### src/rtl/paddsb_seq_pkg.sv
// paddsb_seq_pkg
// Shared definitions for the nibble-parallel saturating adder.
// Contents:
//   state_t          FSM state encoding (IDLE, CALC, DONE)
//   LANES, LANE_W    lane count and lane width of the 16-bit datapath
//   SAT_POS, SAT_NEG lane values that replace an overflowed sum
package paddsb_seq_pkg;

    typedef enum logic [1:0] {
        IDLE = 2'd0,
        CALC = 2'd1,
        DONE = 2'd2
    } state_t;

    localparam int LANES  = 4;
    localparam int LANE_W = 4;

    localparam logic [LANE_W-1:0] SAT_POS = 4'h7;
    localparam logic [LANE_W-1:0] SAT_NEG = 4'h8;

endpackage

### src/rtl/paddsb_seq_if.sv
// paddsb_seq_if
// Operand and result handshake between the stage controller and the adder.
// Signals:
//   in_valid / in_ready    operand handshake (a, b)
//   a, b                   four signed nibbles each
//   out_valid / out_ready  result handshake (out, sat)
//   out                    saturated lane sums
//   sat                    per-lane saturation flags
// Modports:
//   master  stage controller side
//   slave   adder side
interface paddsb_seq_if;
    import paddsb_seq_pkg::*;

    logic                      in_valid;
    logic                      in_ready;
    logic [LANES*LANE_W-1:0]   a;
    logic [LANES*LANE_W-1:0]   b;
    logic                      out_valid;
    logic                      out_ready;
    logic [LANES*LANE_W-1:0]   out;
    logic [LANES-1:0]          sat;

    modport master (
        output in_valid, a, b, out_ready,
        input  in_ready, out_valid, out, sat
    );

    modport slave (
        input  in_valid, a, b, out_ready,
        output in_ready, out_valid, out, sat
    );

endinterface

### src/rtl/paddsb_seq_cla_4b.sv
// cla_4b
// 4-bit carry-lookahead adder, used as the single shared lane adder.
// Ports:
//   a, b  in  4  addends
//   cin   in  1  carry in
//   sum   out 4  a + b + cin (low 4 bits)
//   cout  out 1  carry out
//   pg    out 1  group propagate
//   gg    out 1  group generate
module cla_4b (
    input  logic [3:0] a,
    input  logic [3:0] b,
    input  logic       cin,
    output logic [3:0] sum,
    output logic       cout,
    output logic       pg,
    output logic       gg
);

    logic [3:0] g;
    logic [3:0] p;
    logic [4:0] c;

    assign g = a & b;
    assign p = a ^ b;

    // Lookahead carries expanded from the generate/propagate terms.
    assign c[0] = cin;
    assign c[1] = g[0] | (p[0] & cin);
    assign c[2] = g[1] | (p[1] & g[0]) | (p[1] & p[0] & cin);
    assign c[3] = g[2] | (p[2] & g[1]) | (p[2] & p[1] & g[0])
                | (p[2] & p[1] & p[0] & cin);

    assign pg   = &p;
    assign gg   = g[3] | (p[3] & g[2]) | (p[3] & p[2] & g[1])
                | (p[3] & p[2] & p[1] & g[0]);
    assign c[4] = gg | (pg & cin);

    assign sum  = p ^ c[3:0];
    assign cout = c[4];

endmodule

### src/rtl/paddsb_seq.sv
// paddsb_seq
// Multi-cycle nibble-parallel saturating adder. Four signed 4-bit lanes are
// summed one per cycle through a shared cla_4b; each lane clamps to 7 / -8
// on signed overflow and reports it in sat.
// Ports:
//   clk    in  1  system clock
//   rst_n  in  1  asynchronous active-low reset
//   bus    slave modport of paddsb_seq_if (operand/result handshakes)
module paddsb_seq
    import paddsb_seq_pkg::*;
(
    input  logic         clk,
    input  logic         rst_n,
    paddsb_seq_if.slave  bus
);

    state_t                  state;
    logic [1:0]              idx;
    logic [LANES*LANE_W-1:0] a_q;
    logic [LANES*LANE_W-1:0] b_q;
    logic [LANES*LANE_W-1:0] out_q;
    logic [LANES-1:0]        sat_q;

    logic [LANE_W-1:0]       lane_a;
    logic [LANE_W-1:0]       lane_b;
    logic [LANE_W-1:0]       lane_s;
    logic [LANE_W-1:0]       lane_res;
    logic                    lane_sat;

    // Lane select: lane idx occupies bits [4*idx+3 : 4*idx].
    assign lane_a = a_q[{idx, 2'b00} +: LANE_W];
    assign lane_b = b_q[{idx, 2'b00} +: LANE_W];

    // Only the raw 4-bit sum is needed; overflow is detected from sign bits.
    cla_4b u_lane_add (
        .a    (lane_a),
        .b    (lane_b),
        .cin  (1'b0),
        .sum  (lane_s),
        .cout (),
        .pg   (),
        .gg   ()
    );

    // Signed overflow: operands share a sign and the sum's sign differs.
    always_comb begin
        lane_res = lane_s;
        lane_sat = 1'b0;
        if (!lane_a[LANE_W-1] && !lane_b[LANE_W-1] && lane_s[LANE_W-1]) begin
            lane_res = SAT_POS;
            lane_sat = 1'b1;
        end else if (lane_a[LANE_W-1] && lane_b[LANE_W-1] && !lane_s[LANE_W-1]) begin
            lane_res = SAT_NEG;
            lane_sat = 1'b1;
        end
    end

    // Control FSM plus the datapath registers it steers. Acceptance clears
    // the result so no lane of a previous operation survives; in_valid is
    // only looked at in IDLE.
    always_ff @(posedge clk or negedge rst_n) begin
        if (!rst_n) begin
            state <= IDLE;
            idx   <= 2'd0;
            a_q   <= '0;
            b_q   <= '0;
            out_q <= '0;
            sat_q <= '0;
        end else begin
            case (state)
                IDLE: begin
                    if (bus.in_valid) begin
                        a_q   <= bus.a;
                        b_q   <= bus.b;
                        out_q <= '0;
                        sat_q <= '0;
                        idx   <= 2'd0;
                        state <= CALC;
                    end
                end
                CALC: begin
                    out_q[{idx, 2'b00} +: LANE_W] <= lane_res;
                    sat_q[idx]                    <= lane_sat;
                    idx                           <= idx + 2'd1;
                    if (idx == 2'd3) begin
                        state <= DONE;
                    end
                end
                DONE: begin
                    if (bus.out_ready) begin
                        state <= IDLE;
                    end
                end
                default: begin
                    state <= IDLE;
                end
            endcase
        end
    end

    // Handshake outputs come straight from the state register.
    assign bus.in_ready  = (state == IDLE);
    assign bus.out_valid = (state == DONE);
    assign bus.out       = out_q;
    assign bus.sat       = sat_q;

endmodule

### src/flat_wrapper.sv
// flat-port wrapper written by rule: the top's interface ports become plain ports
module paddsb_seq_flat import paddsb_seq_pkg::*;
  (clk, rst_n, bus_in_valid, bus_a, bus_b, bus_out_ready, bus_in_ready, bus_out_valid, bus_out, bus_sat);
  paddsb_seq_if bus_i ();
  input  logic clk;
  input  logic rst_n;
  input wire logic [$bits(bus_i.in_valid)-1:0] bus_in_valid;
  input wire logic [$bits(bus_i.a)-1:0] bus_a;
  input wire logic [$bits(bus_i.b)-1:0] bus_b;
  input wire logic [$bits(bus_i.out_ready)-1:0] bus_out_ready;
  output wire logic [$bits(bus_i.in_ready)-1:0] bus_in_ready;
  output wire logic [$bits(bus_i.out_valid)-1:0] bus_out_valid;
  output wire logic [$bits(bus_i.out)-1:0] bus_out;
  output wire logic [$bits(bus_i.sat)-1:0] bus_sat;
  assign bus_i.in_valid = bus_in_valid;
  assign bus_i.a = bus_a;
  assign bus_i.b = bus_b;
  assign bus_i.out_ready = bus_out_ready;
  assign bus_in_ready = bus_i.in_ready;
  assign bus_out_valid = bus_i.out_valid;
  assign bus_out = bus_i.out;
  assign bus_sat = bus_i.sat;
  paddsb_seq u_core (.clk(clk), .rst_n(rst_n), .bus(bus_i));
endmodule
### config.mk
export PLATFORM = sky130hd
export DESIGN_NAME = paddsb_seq_flat
export DESIGN_NICKNAME = d
export VERILOG_FILES = /design/src/rtl/paddsb_seq_pkg.sv /design/src/rtl/paddsb_seq_if.sv /design/src/rtl/paddsb_seq_cla_4b.sv /design/src/rtl/paddsb_seq.sv /design/src/flat_wrapper.sv
export SDC_FILE = /design/constraint.sdc
export NUM_CORES = 1
export LEC_CHECK = 0
export ABC_AREA = 0
export ABC_CLOCK_PERIOD_IN_PS = 3500
export CAP_MARGIN = 15
export CORE_MARGIN = 2
export CORE_UTILIZATION = 51
export DETAILED_ROUTE_END_ITERATION = 6
export PLACE_DENSITY = 0.8
export SLEW_MARGIN = 25
export SYNTH_ARGS = -nofsm -noshare
export SYNTH_HDL_FRONTEND = slang
export SYNTH_SLANG_ARGS = --single-unit
export TNS_END_PERCENT = 20
### constraint.sdc
create_clock -name clk -period 3.5 [get_ports clk]
set_input_delay 0.525 -clock clk [delete_from_list [all_inputs] [get_ports clk]]
set_output_delay 0.525 -clock clk [all_outputs]
set_load 0.01 [all_outputs]
After elaboration in Yosys (flattened, before gate mapping)
Index checks and enable logic that the tools add are counted.
{"block": "word_totals", "reg_bits": 56, "input_bits": 36, "output_inout_bits": 22}
{"block": "op_classes", "add_sub_neg": 2, "n_lt_le_gt_ge": 2, "eq_ne": 6, "shifts": 4, "n_mux": 18, "bitwise_logic": 10, "n_reduce_logical": 13}
{"operator": "16-bit case mux with 2 select lines", "n": 1}
{"operator": "16-bit by 5-bit indexed part select with 4-bit output", "n": 2}
{"operator": "16-bit bitwise mux", "n": 1}
{"operator": "16-bit 2-to-1 mux", "n": 1}
{"operator": "4-bit by 6-bit variable shift with 16-bit output, first input constant", "n": 1}
{"operator": "4-bit by 6-bit indexed part select with 16-bit output", "n": 1}
{"operator": "4-bit 2-to-1 mux", "n": 3}
{"operator": "2-bit 2-to-1 mux", "n": 4}
{"operator": "4-bit case mux with 2 select lines", "n": 1}
{"operator": "4-bit XOR", "n": 2}
{"operator": "4-bit negation with 6-bit output", "n": 1}
{"operator": "2-bit case mux with 3 select lines", "n": 1}
{"operator": "1-bit logical AND", "n": 5}
{"operator": "1-bit AND", "n": 4}
{"operator": "4-bit bitwise mux", "n": 1}
{"operator": "2-bit equality test, second input constant", "n": 2}
{"operator": "2-bit inequality test, second input constant", "n": 2}
{"operator": "2-bit case mux with 2 select lines", "n": 1}
{"operator": "2-bit AND reduction", "n": 2}
{"operator": "3-bit AND", "n": 1}
{"operator": "1-bit logical NOT", "n": 3}
{"operator": "2-bit by 3-bit less-than comparator with 1-bit output, second input constant", "n": 1}
{"operator": "1-bit 2-to-1 mux", "n": 3}
{"operator": "1-bit OR", "n": 3}
{"operator": "other kinds (8)", "n": 8}

Depth between registers and ports, before layout
{"block": "depth", "word_depth": 13, "depth_mapped": 9}

Cells and area by module
Synthesis repeated with hierarchy kept, for this count alone.
{"block": "hier_totals", "hier_cells": 240, "hier_area_um2": 2964.1}
{"mod": "paddsb_seq", "n_inst": 1, "cells_per_inst": 218, "area_per_inst_um2": 2777.7, "seq_area_each_um2": 1401.3}
{"mod": "cla_4b", "n_inst": 1, "cells_per_inst": 22, "area_per_inst_um2": 186.4, "seq_area_each_um2": 0.0}

Worst setup path before layout
Ideal clock, no wire load.
{"block": "synth_timing", "path_type": "register -> register", "startpoint": "register u_core.idx[0]", "endpoint": "register u_core.out_q[11] (netlist: u_core.bus.out[11])", "setup_time_ps": 132, "t_arrival_ps": 2527, "setup_slack_ps": 841, "stages_incl_launch_ff": 9, "path_buffers": 2, "synth_period_minus_slack_ps": 2659, "cell_sequence": "dfrtp_1 > buf_4 > mux4_2 > ha_1 > or2_1 > buf_6 > a21o_1 > a311oi_2 > o21ai_1"}
{"block": "synth_between", "elab_chain_len": 13, "word_cells_on_any_way": 26}
{"element": "start, declared", "line": "paddsb_seq.sv:18", "rtl": "logic [1:0] idx;"}
{"element": "start signal, assigned", "line": "paddsb_seq.sv:84", "rtl": "idx <= idx + 2'd1;"}
{"element": "16-bit by 5-bit indexed part select with 4-bit output, on equally long branches", "line": "paddsb_seq.sv:31, paddsb_seq.sv:32"}
{"element": "4-bit XOR or 3-bit AND (tied branches)", "line": "paddsb_seq_cla_4b.sv:25, paddsb_seq_cla_4b.sv:24"}
{"element": "1-bit AND, on equally long branches"}
{"element": "1-bit OR or 1-bit AND (tied branches)", "line": "paddsb_seq_cla_4b.sv:31", "rtl": "assign c[3] = g[2] | (p[2] & g[1]) | (p[2] & p[1] & g[0])"}
{"element": "1-bit OR", "line": "paddsb_seq_cla_4b.sv:31"}
{"element": "4-bit XOR", "line": "paddsb_seq_cla_4b.sv:39", "rtl": "assign sum = p ^ c[3:0];"}
{"element": "1-bit logical NOT", "line": "paddsb_seq.sv:52", "rtl": "end else if (lane_a[LANE_W-1] && lane_b[LANE_W-1] && !lane_s[LANE_W-1]) begin"}
{"element": "1-bit logical AND", "line": "paddsb_seq.sv:52"}
{"element": "4-bit 2-to-1 mux", "line": "paddsb_seq.sv:52"}
{"element": "4-bit 2-to-1 mux", "line": "paddsb_seq.sv:49", "rtl": "if (!lane_a[LANE_W-1] && !lane_b[LANE_W-1] && lane_s[LANE_W-1]) begin"}
{"element": "4-bit by 6-bit indexed part select with 16-bit output", "line": "paddsb_seq.sv:82", "rtl": "out_q[{idx, 2'b00} +: LANE_W] <= lane_res;"}
{"element": "16-bit bitwise mux *", "line": "paddsb_seq.sv:82"}
{"element": "16-bit case mux with 2 select lines *", "line": "paddsb_seq.sv:70", "rtl": "case (state)"}
{"element": "end signal, assigned by index", "line": "paddsb_seq.sv:82"}
{"element": "end, declared", "line": "paddsb_seq.sv:21", "rtl": "logic [LANES*LANE_W-1:0] out_q;"}
Mark *: on every way between the ends. The rest lies on a longest branch, timed or not.
A chain may end at the register's enable or synchronous reset.

Worst setup path after layout
{"block": "layout_timing", "startpoint": "register u_core.idx[0]", "endpoint": "register u_core.sat_q[1] (netlist: u_core.bus.sat[1])"}
{"block": "layout_between", "elab_chain_len": 12, "word_cells_on_any_way": 26}
{"element": "16-bit by 5-bit indexed part select with 4-bit output, on equally long branches", "line": "paddsb_seq.sv:31, paddsb_seq.sv:32"}
{"element": "4-bit XOR or 3-bit AND (tied branches)", "line": "paddsb_seq_cla_4b.sv:25, paddsb_seq_cla_4b.sv:24"}
{"element": "1-bit AND, on equally long branches"}
{"element": "1-bit OR or 1-bit AND (tied branches)", "line": "paddsb_seq_cla_4b.sv:31"}
{"element": "1-bit OR", "line": "paddsb_seq_cla_4b.sv:31"}
{"element": "4-bit XOR", "line": "paddsb_seq_cla_4b.sv:39"}
{"element": "1-bit logical NOT", "line": "paddsb_seq.sv:52"}
{"element": "1-bit logical AND", "line": "paddsb_seq.sv:52"}
{"element": "1-bit 2-to-1 mux", "line": "paddsb_seq.sv:52"}
{"element": "1-bit 2-to-1 mux", "line": "paddsb_seq.sv:49"}
{"element": "4-bit bitwise mux *", "line": "paddsb_seq.sv:83", "rtl": "sat_q[idx] <= lane_sat;"}
{"element": "4-bit case mux with 2 select lines *", "line": "paddsb_seq.sv:70"}
{"element": "end signal, assigned by index", "line": "paddsb_seq.sv:83"}
{"element": "end, declared", "line": "paddsb_seq.sv:22", "rtl": "logic [LANES-1:0] sat_q;"}
Marks and branches as above.

==> flow_results.org <==
** Yosys
- Top cells by area, synth :: dfrtp_1, mux2_2, mux4_2
- In the synthesized netlist, the number of instances is 211.
- Synthesis inferred 56 register bits.
- Of the post-synthesis cell area, the dominant cell type holds 50.61%.
- For this run, the leading register cell type out of synthesis is dfrtp_1.
- Counting flops with a built-in enable in the synthesized netlist gives 0.
- Proportion of register bits with asynchronous set or reset after synthesis :: 100.0%
- The largest total area in the synthesized netlist belongs to dfrtp_1.
- Cell variety after synth :: 41
- Sequential cells were found to cover 50.61% of the synthesized design area.
- Most numerous cell in the Yosys netlist :: dfrtp_1
- Avg Synthesized Cell Area :: 13.12 sq um
- For this run, the number of Yosys warnings is 0.
- After synthesis the cells add up to 2769 sq um.
- Ranking of synthesized cells by instance count :: dfrtp_1, mux2_2, nand2_1
- Counting every net in the synthesized netlist gives 257.

** Clock tree
- Once the clock tree was built, the resizer swapped 0 gates to a different size.
- Total clock sinks :: 56
- Clock-pin slew was measured on the worst setup and hold paths at 0.11 ns.
- The root buffer cell chosen for the clock tree is clkbuf_8.
- Clock latency on the worst-skew pair, taken at its later pin, is 0.32 ns.
- Number of H-tree branching levels :: 2
- TritonCTS clock tree :: built
- The clock passes through at most 2 buffers.
- Buffers added to address setup during post-CTS repair amount to 0.
- Num CTS Buffers :: 5
- Hold repair after CTS inserted 0 buffers.

** Floorplanning
- Placement Rows :: 26
- IO Pins :: 58
- Core area :: 5172 sq um
- Total die area :: 6035 sq um
- Chip height :: 77.69 microns
- Die W :: 77.69 microns
- The initial utilization of the core area, before any placement, comes to 53.53%.

** Timing
- The number of endpoints with negative hold slack in the final report was 0.
- Unrepaired setup endpoints after global routing :: no
- The worst path in the final design needs a cycle of 2.991 ns, including I/O delays and setup.
- Summed over all failing endpoints, the final setup total negative slack is 0 ns.
- Number of pins with negative max-slew slack in the final report :: 0
- For the pin with the worst max-slew slack, the measured transition is 0.7590 ns.
- Skew final :: 0.01056 ns
- Setup violations remaining at the end of the flow were counted as 0.
- Relative max-transition margin :: 48.69%
- The worst path uses 85.46% of the clock period.
- Timing-limited maximum frequency :: 0.3343 GHz

** Routing
- After detailed routing, the number of remaining DRC violations is 0.
- Via-to-Cell Ratio :: 5.422
- In the final routed layout, each cell accounts on average for 15.84 microns.
- The first detailed-routing pass ran for 6 iterations.
- Count of routing violations after the opening detailed-route iteration :: 114
- The count of nets left with antenna violations once routing finished came out at 0.
- The final route contains 1838 vias.
- Post-Route WL :: 5.370 mm

** Worst setup path
- In this run the critical register-to-register path is launched from u_core.idx[0].
- Crit end category :: flop
- Cells along the critical path :: mux4_2 -> ha_1 -> a211o_1 -> a21o_1 -> a311oi_2 -> o21ai_1
- In this run the worst path has a maximum fanout of 16.
- The setup path with the least slack is of type reg2reg.
- For this run, the slowest stage of the critical path takes 0.81 ns.
- Counting cells, the worst reg-to-reg path comes to 6.
- Required time reported for the critical path endpoint :: 3.69 ns
- STA classifies the critical path startpoint as a flop.
- R2R Path End :: u_core.bus.sat[1]
- Worst EP arrival :: 3.18 ns
- Slowest-stage cell, CP :: dfrtp_1
- Across all register-to-register paths, the minimum setup slack is 0.51 ns.

** GRT
- Entering global routing, the biggest net connects 46 pins.
- Global-route wire length before repair :: 9.370 mm
- Vias in the first global route :: 1932
- For this run, the total global-route usage over all layers was measured as 19.76%.
- Final global-route overflow total :: 0
- The number of antenna violations at the first check in global routing came to 0.

** Finish
- In the final design database the tool counted 314 nets.
- Filler Cells Inserted :: 378
- The finished cells cover 3500 sq um.
- Area of combinational cells with multiple inputs :: 1260 sq um
- The repair_antennas step left the layout with diodes totalling 0.
- Fraction of final layout cells sized beyond drive strength 1 :: 24.54%
- The area growth from synthesis to layout is 26.39%.
- After the flow finishes, the layout carries non-filler instances totaling 339.
- Across the whole layout, storage elements account for 1401 sq um.

** Power
- Power Density :: 1124 nW/um^2
- Cell internal power was estimated by the tool at 0.002301 W.
- In this run, flip-flops and latches consume 29.7% of the power.
- Net load switching power :: 0.001632 W
- The clock network is responsible for 11.3% of the overall power.
- Leakage :: 1.491 nW
- Maximum resistive drop on vdd :: 0.0006243 V
- Of the total power, combinational logic draws 59.0%.
- Net switching is 41.50% of the power.

** Job
- Across the run, the number of max-cap violations was 0.

** Placement
- Post-place instance area :: 3378 sq um
- Routability-driven placement congestion ratio :: 0.9019
- Number of I/O port buffers :: 57
- HPWL after detailed placement :: 4.070 mm
- Post-placement cell count :: 331

** Hold path
- The min-delay analysis places its worst path in the category in2async.

** Outcome
- Result of the run :: finished clean
[metrics by stage]
stage	setup WS, ns	hold WS, ns	utilization, %	total power [W]
2_1_floorplan	0.8405	0.2294	-	0.002975
3_3_place_gp	0.5876	0.4694	65.31	0.003418
3_5_place_dp	0.5006	0.4826	65.31	0.003492
4_1_cts	0.4894	0.3860	67.61	0.003952
5_1_grt	0.3270	0.2258	67.66	0.004232
6_report	0.5087	0.1850	67.66	0.003932
[worst max path at each step]
stage | startpoint | slack (ns) | endpoint | cells past startpoint
global route | u_core.idx[0] | 0.33 | u_core.bus.sat[3] | 6
CTS | u_core.idx[0] | 0.49 | u_core.bus.sat[1] | 6
detailed placement | u_core.idx[0] | 0.50 | u_core.bus.sat[3] | 6
floorplan | u_core.idx[0] | 0.84 | u_core.bus.out[11] | 8
finish | u_core.idx[0] | 0.51 | u_core.bus.sat[1] | 6
global placement | u_core.idx[0] | 0.59 | u_core.bus.sat[3] | 6
[layer usage]
metal | global-route usage (%) | wire length (microns) | vias up
met4 | 5.893 | 52 | 0
li1 | - | - | 883
met1 | 27.02 | 2442 | 909
met5 | 0 | 0 | -
met2 | 32.50 | 2674 | 42
met3 | 3.372 | 201 | 4
[placed cells by master (no fill, tap or decap), drive strengths merged, types with 3 or more instances in the layout]
master         Yosys  final
a21o               5      5
a21oi              4      4
a22o              13     13
buf                8      3
clkbuf             1      5
clkdlybuf4s50      0     56
dfrtp             56     56
ha                 9      9
inv               13     15
mux2              32     32
mux4               8      8
nand2             19     19
nand2b             3      3
nand3              4      4
nor2               3      3
o21ai             10     10
[registers in the layout, indices dropped and copies added (netlist names)]
signal	flops
u_core.state	2
u_core.bus.out	16
u_core.bus.sat	4
u_core.b_q	16
u_core.a_q	16
u_core.idx	2
[power groups by stage]
| stage | logic (W) | clock network, W | registers, W |
|---|---|---|---|
| floorplan | 0.00189 | 0 | 0.00109 |
| finish | 0.00232 | 0.000445 | 0.00117 |
| detailed placement | 0.00231 | 0 | 0.00118 |
| global placement | 0.00224 | 0 | 0.00118 |
| CTS | 0.00233 | 0.000455 | 0.00117 |
| global route | 0.00254 | 0.000486 | 0.00121 |
[cell families after synthesis]
kind of cell / after synthesis / share of synthesized area [%]
mux: 41 / 20.33
compound gates: 40 / 11.30
fa+ha+maj: 10 / 4.790
flops: 56 / 50.61
xor+xnor: 1 / 0.3164
buf+inv: 22 / 3.976
simple gates: 41 / 8.676
[area by class of cell]
type                            count  area share (%)
Tap cell                           70           2.503
Sequential cell                    56           40.04
Clock inverter                      3           1.430
Multi-Input combinational cell    133           36.00
Inverter                           13           1.394
Timing Repair Buffer               59           16.66
Clock buffer                        5           1.966
[critical path, delay by kind of cell, from the launching register on]
family / cells / cell delay, ns
flip-flops: 1 / 0.81
multiplexers: 1 / 0.61
adder cells (fa/ha/maj): 1 / 0.33
AO/OA/AOI/OAI: 4 / 1.12
Power figures use the tool's default switching activity.
